--- src/rtl/bcd_display_scanner.sv ---
// Multiplexed BCD-to-7-segment display scanner with per-slot blanking,
// leading-zero suppression and frame-synchronous value updates.
module bcd_display_scanner #(
    parameter int NUM_DIGITS   = 4,
    parameter int REFRESH_DIV  = 1000,
    parameter int BLANK_CYCLES = 16
) (
    input  logic                    clk,
    input  logic                    rst_n,
    input  logic [4*NUM_DIGITS-1:0] bcd_data,
    input  logic                    data_valid,
    output logic                    data_ready,
    input  logic                    lz_blank_en,
    output logic [6:0]              seg_out,
    output logic [NUM_DIGITS-1:0]   digit_en,
    output logic                    frame_done
);

    localparam int SW = $clog2(REFRESH_DIV);
    localparam int DW = (NUM_DIGITS > 1) ? $clog2(NUM_DIGITS) : 1;
    localparam logic [SW-1:0] SLOT_LAST  = SW'(REFRESH_DIV - 1);
    localparam logic [SW-1:0] BLANK_END  = SW'(BLANK_CYCLES);
    localparam logic [DW-1:0] DIGIT_LAST = DW'(NUM_DIGITS - 1);

    typedef enum logic {
        BLANK,
        SHOW
    } phase_t;

    logic [SW-1:0]             slot_cnt,    slot_nxt;
    logic [DW-1:0]             digit_idx,   digit_nxt;
    logic [4*NUM_DIGITS-1:0]   active_val,  active_nxt;
    logic [4*NUM_DIGITS-1:0]   pending_val, pending_nxt;
    logic                      pending_flag, pflag_nxt;
    logic [6:0]                seg_nxt;
    logic [NUM_DIGITS-1:0]     en_nxt;
    logic                      frame_end;
    logic                      zero_run;
    logic                      cur_zero_run;
    logic [3:0]                cur_nib;
    phase_t                    phase;

    function automatic logic [6:0] seg_decode(input logic [3:0] nib);
        case (nib)
            4'd0:    seg_decode = 7'b1111110;
            4'd1:    seg_decode = 7'b0110000;
            4'd2:    seg_decode = 7'b1101101;
            4'd3:    seg_decode = 7'b1111001;
            4'd4:    seg_decode = 7'b0110011;
            4'd5:    seg_decode = 7'b1011011;
            4'd6:    seg_decode = 7'b1011111;
            4'd7:    seg_decode = 7'b1110000;
            4'd8:    seg_decode = 7'b1111111;
            4'd9:    seg_decode = 7'b1111011;
            default: seg_decode = 7'b0000000;
        endcase
    endfunction

    // Holding the source off while a value is pending keeps frames untorn.
    assign data_ready = ~pending_flag;

    always_comb begin
        slot_nxt     = slot_cnt + SW'(1);
        digit_nxt    = digit_idx;
        active_nxt   = active_val;
        pending_nxt  = pending_val;
        pflag_nxt    = pending_flag;
        seg_nxt      = 7'b0000000;
        en_nxt       = '0;
        cur_nib      = 4'd0;
        cur_zero_run = 1'b0;
        zero_run     = 1'b1;
        frame_end    = (slot_cnt == SLOT_LAST) && (digit_idx == DIGIT_LAST);
        phase        = (slot_cnt < BLANK_END) ? BLANK : SHOW;

        if (slot_cnt == SLOT_LAST) begin
            slot_nxt  = '0;
            digit_nxt = (digit_idx == DIGIT_LAST) ? '0 : digit_idx + DW'(1);
        end

        // A transfer can only land while nothing is pending, so it never
        // collides with the commit below; it waits for the next boundary.
        if (frame_end && pending_flag) begin
            active_nxt = pending_val;
            pflag_nxt  = 1'b0;
        end
        if (data_valid && data_ready) begin
            pending_nxt = bcd_data;
            pflag_nxt   = 1'b1;
        end

        // Scan from the most significant digit down, tracking whether every
        // nibble at or above the current position is zero.
        for (int i = NUM_DIGITS - 1; i >= 0; i--) begin
            zero_run = zero_run & (active_val[i*4 +: 4] == 4'd0);
            if (DW'(i) == digit_idx) begin
                cur_nib      = active_val[i*4 +: 4];
                cur_zero_run = zero_run;
            end
        end

        if (phase == SHOW) begin
            en_nxt = NUM_DIGITS'(1) << digit_idx;
            if (!(lz_blank_en && cur_zero_run && (digit_idx != '0)))
                seg_nxt = seg_decode(cur_nib);
        end
    end

    always_ff @(posedge clk or negedge rst_n) begin
        if (!rst_n) begin
            slot_cnt     <= '0;
            digit_idx    <= '0;
            active_val   <= '0;
            pending_val  <= '0;
            pending_flag <= 1'b0;
            seg_out      <= 7'b0000000;
            digit_en     <= '0;
            frame_done   <= 1'b0;
        end else begin
            slot_cnt     <= slot_nxt;
            digit_idx    <= digit_nxt;
            active_val   <= active_nxt;
            pending_val  <= pending_nxt;
            pending_flag <= pflag_nxt;
            seg_out      <= seg_nxt;
            digit_en     <= en_nxt;
            frame_done   <= frame_end;
        end
    end

endmodule

--- config.mk ---
export PLATFORM = sky130hd
export DESIGN_NAME = bcd_display_scanner
export DESIGN_NICKNAME = d
export VERILOG_FILES = /design/src/rtl/bcd_display_scanner.sv
export SDC_FILE = /design/constraint.sdc
export NUM_CORES = 1
export LEC_CHECK = 0
export ABC_AREA = 1
export BUFFER_PORTS_ARGS = -buffer_cell sky130_fd_sc_hd__buf_2
export CORE_ASPECT_RATIO = 1.2
export CORE_MARGIN = 4
export CORE_UTILIZATION = 53
export CTS_CLUSTER_DIAMETER = 200
export DETAILED_ROUTE_END_ITERATION = 10
export PLACE_DENSITY_LB_ADDON = 0.08
export SETUP_SLACK_MARGIN = 0.1
export SLEW_MARGIN = 20
export SYNTH_ARGS = -nofsm -noshare
export SYNTH_HDL_FRONTEND = slang
export SYNTH_SLANG_ARGS = --single-unit
--- constraint.sdc ---
create_clock -name clk -period 2.2 [get_ports clk]
set_input_delay 0.22 -clock clk [delete_from_list [all_inputs] [get_ports clk]]
set_output_delay 0.22 -clock clk [all_outputs]
set_load 0.005 [all_outputs]
==> flow_metrics.py <==
metrics = {
    "timing": {
        "setup-violations-final": 0,
        "maxSlewHeadroom_pct": 65.0,
        "setup-tns-final_ps": 0,
        "clock.fmax_mhz": 505,
        "fin_skew_ps": 9.13,
        "finalHoldViolations": 0,
        "slew_at_the_pin_closest_to_its_max_slew_limit_ps": 525,
        "slew_violations": 0,
        "rsz0062_at_grt": "false",
        "holdWs_ps": 105,
        "period_needed_ps": 1980,
        "period_share_pct": 90.0,
    },
    "placement": {
        "dp_hpwl_um": 3280,
        "dpl_cell_area_um2": 3000,
        "port_buffer_cells": 32,
        "gpl.final_weighted_congestion": 0.807,
    },
    "finish": {
        "post_route_cells_drive_above_1_share_pct": 26.6,
        "antenna-diode-count": 0,
        "area_delta_synth_final_pct": 19.4,
        "final_nets": 389,
        "final_area_um2": 3290,
        "layout.core_utilization_pct": 66.2,
    },
    "setup_path": {
        "critical_path.n_buffers_inverters": 3,
        "cp-end-kind": "flop",
        "worstPathCellList": "inv_1 > ha_4 > inv_2 > or2_1 > nand2_1 > inv_1 > ha_1 > nor2_1 > nor2_1 > nor2_1",
        "setup.worst_path.start_class": "flop",
        "timing.critical_path.slowest_stage_cell": "sky130_fd_sc_hd__dfrtp_1",
        "cp_top_family": "simple AND/OR/NAND/NOR gates",
        "cp_slowest_stage_delay_ps": 430,
        "worst-path-max-fanout": 8,
        "arrival_time_of_data_at_the_critical_path_endpoint_ps": 2250,
        "critPathMostFrequentCell": "sky130_fd_sc_hd__nor2_1",
        "timing_worst_setup_path_type": "flop to flop",
        "timing.critical_path.required_ps": 2470,
    },
    "clock_network": {
        "clk_pin_slew_worst_paths_ps": 60,
        "tritoncts_clock_tree": "done",
        "clock-sinks": 57,
        "clk_latency_ps": 340,
        "cts-buffers-inserted": 9,
        "ctsHtreeMaxLevel": 3,
        "clockBufferDepth": 2,
        "cts_root_buf": "sky130_fd_sc_hd__clkbuf_8",
    },
    "route": {
        "remaining_drc_errors": 0,
        "totalWireLength_um": 4680,
        "drt-met1-wl_um": 2180,
        "routed_length_on_met3_um": 277,
        "detailedRoute.firstIterationViolations": 95,
        "per_cell_via_count_in_the_routed_design": 4.71,
        "wire_length_per_cell_after_detailed_routing_um": 11.0,
        "met2RoutedLength_um": 2130,
        "drt-pass1-iter-count": 4,
        "final_antenna_net_count": 0,
        "num_vias": 1997,
        "highest_signal_layer_in_the_routed_design": "met4",
    },
    "logic_synthesis": {
        "synth_compound_gate_area_share_pct": 11.1,
        "ys_seq_elements": 57,
        "synth_cell_type_count": 27,
        "synth_largest_type_area_fraction_pct": 51.7,
        "yosys.area_share.simple_pct": 23.1,
        "post_synth_adder_cell_area_pct": 4.54,
        "ys_top_cells_by_area": "sky130_fd_sc_hd__dfrtp_1 52%, sky130_fd_sc_hd__nand2_1 6.9%, sky130_fd_sc_hd__nor2_1 6.9%, sky130_fd_sc_hd__inv_1 6.3%, sky130_fd_sc_hd__a21oi_1 5.3%",
        "postSynthAreaPerCell_um2": 8.68,
        "synth.mux.area_fraction_pct": 0,
        "top_cell_type_by_total_area_after_synthesis": "sky130_fd_sc_hd__dfrtp_1",
        "synth_fp_nets": 348,
        "fraction_of_the_yosys_area_taken_by_sequential_cells_pct": 51.7,
        "syn_std_cell_area_um2": 2760,
        "synth_xor_area_share_pct": 0.317,
        "synth_top_family_by_area": "simple AND/OR/NAND/NOR gates",
        "yosysWarningCount": 0,
        "netlist_instances": 318,
    },
    "die": {
        "die_w_um": 73.9,
        "initial_core_util_pct": 55.5,
        "design.core.area_um2": 4970,
        "area_enclosed_by_the_die_boundary_um2": 6430,
        "fp.dieH_um": 87.0,
        "io_pins": 33,
        "placementRows": 28,
    },
    "power": {
        "static-leakage-power_nw": 1.74,
        "power.density_cell_area_nw_per_um2": 718,
        "vdd_drop_max_uv": 595,
    },
    "global_routing": {
        "globalRoute.totalOverflow": 0,
        "global_route_wire_length_before_repair_um": 8420,
        "vias_in_the_first_global_route": 1946,
        "number_of_antenna_violations_at_the_first_check_in_global_routing": 0,
        "gr-usage-all-layers_pct": 17.0,
        "pin_count_of_the_biggest_net_entering_global_routing": 36,
    },
    "run": {
        "max-cap-violations": 0,
    },
    "status": {
        "status": "finished clean",
    },
    "worst_hold_path": {
        "holdCritPathClass": "primary input to flop",
    },
}
==> logic make-up after synthesis <==
family,count (synthesis)
DFF,57
buffers and inverters,61
and+or+nand+nor,140
xor gates and xnor gates,1
adders and majority gates,10
AOI/OAI and AO/OA,49
==> repair_timing <==
action | CTS | global route
hold buffers | 1 | 0
gates resized for setup | 0 | 8
hold endpoints to repair | 22 | 0
endpoints found under the setup margin | 0 | 7
buffers inserted | 0 | 0
==> layer usage <==
metal  vias to the layer above  track usage (%)
met5                         -                0
met4                         0             9.88
met3                        10             3.70
met2                        53             25.6
met1                       870             22.4
li1                       1064                -
==> per-stage QoR <==
stage | power [mW] | cells | worst slack, ps
after floorplan | 1.15 | 318 | 374
after global placement | 1.20 | 407 | 260
after detailed placement | 1.20 | 407 | 187
after CTS | 2.39 | 424 | 160
after global routing | 2.46 | 424 | 83.1
final | 2.36 | 424 | 220
==> final cells by class <==
type	count	area, µm²
Fill cell	391	1680
Clock buffer	10	138
Multi-Input combinational cell	200	1120
Inverter	53	200
Sequential cell	57	1430
Timing Repair Buffer	38	233
Clock inverter	6	105
Tap cell	60	75.1
==> worst paths after layout <==
kind                                     from            end  slack (ps)  cells past startpoint
max in group asynchronous               rst_n  active_val[5]        1250                      3
min in group asynchronous               rst_n    slot_cnt[9]         390                      2
worst min-delay path               data_valid   pending_flag         110                      3
worst max register to register   digit_idx[1]     seg_out[3]         220                     10
worst max-delay path             digit_idx[1]     seg_out[3]         220                     10
worst min register to register  active_val[1]  active_val[1]         480                      2
==> registers in the layout (all words and copies together), names as in the netlist <==
register,count
digit_idx,2
digit_en,4
active_val,16
frame_done,1
pending_val,16
pending_flag,1
seg_out,7
slot_cnt,10
==> worst reg2reg max path, stage by stage, from the launching register on <==
cell and delay [ps]:
sky130_fd_sc_hd__dfrtp_1 430, sky130_fd_sc_hd__inv_1 190, sky130_fd_sc_hd__ha_4 210, sky130_fd_sc_hd__inv_2 40
sky130_fd_sc_hd__or2_1 190, sky130_fd_sc_hd__nand2_1 180, sky130_fd_sc_hd__inv_1 100, sky130_fd_sc_hd__ha_1 300
sky130_fd_sc_hd__nor2_1 150, sky130_fd_sc_hd__nor2_1 60, sky130_fd_sc_hd__nor2_1 70
==> cells in the mapped netlist, drive strengths merged <==
library cell  count
nor3b             1
nand2            64
nor2             51
ha               10
clkinv            3
dfrtp            57
nor3              5
inv              50
and2              1
or2               2
xor2              1
a21oi            29
nand3            15
nand4             1
o21ai            20
buf               8
==> power by group <==
part | switching [mW] | internal [mW]
registers | 0.00790 | 1.08
logic | 0.0580 | 0.0319
clock network | 0.408 | 0.777
total | 0.474 | 1.89
==> cells in the final DEF (no fill, tap or decap), drive strengths merged <==
| master | netlist | final |
|---|---|---|
| nor3 | 5 | 5 |
| dlygate4sd3 | 0 | 1 |
| or2 | 2 | 2 |
| bufinv | 0 | 3 |
| dfrtp | 57 | 57 |
| nand3 | 15 | 15 |
| xor2 | 1 | 1 |
| ha | 10 | 10 |
| clkbuf | 0 | 10 |
| o21ai | 20 | 20 |
| inv | 50 | 50 |
| nand2 | 64 | 64 |
| buf | 8 | 37 |
| a21oi | 29 | 29 |
| and2 | 1 | 1 |
| nor3b | 1 | 1 |
| clkinv | 3 | 6 |
| nand4 | 1 | 1 |
| nor2 | 51 | 51 |
No activity file was read; power rests on OpenSTA's default activity.
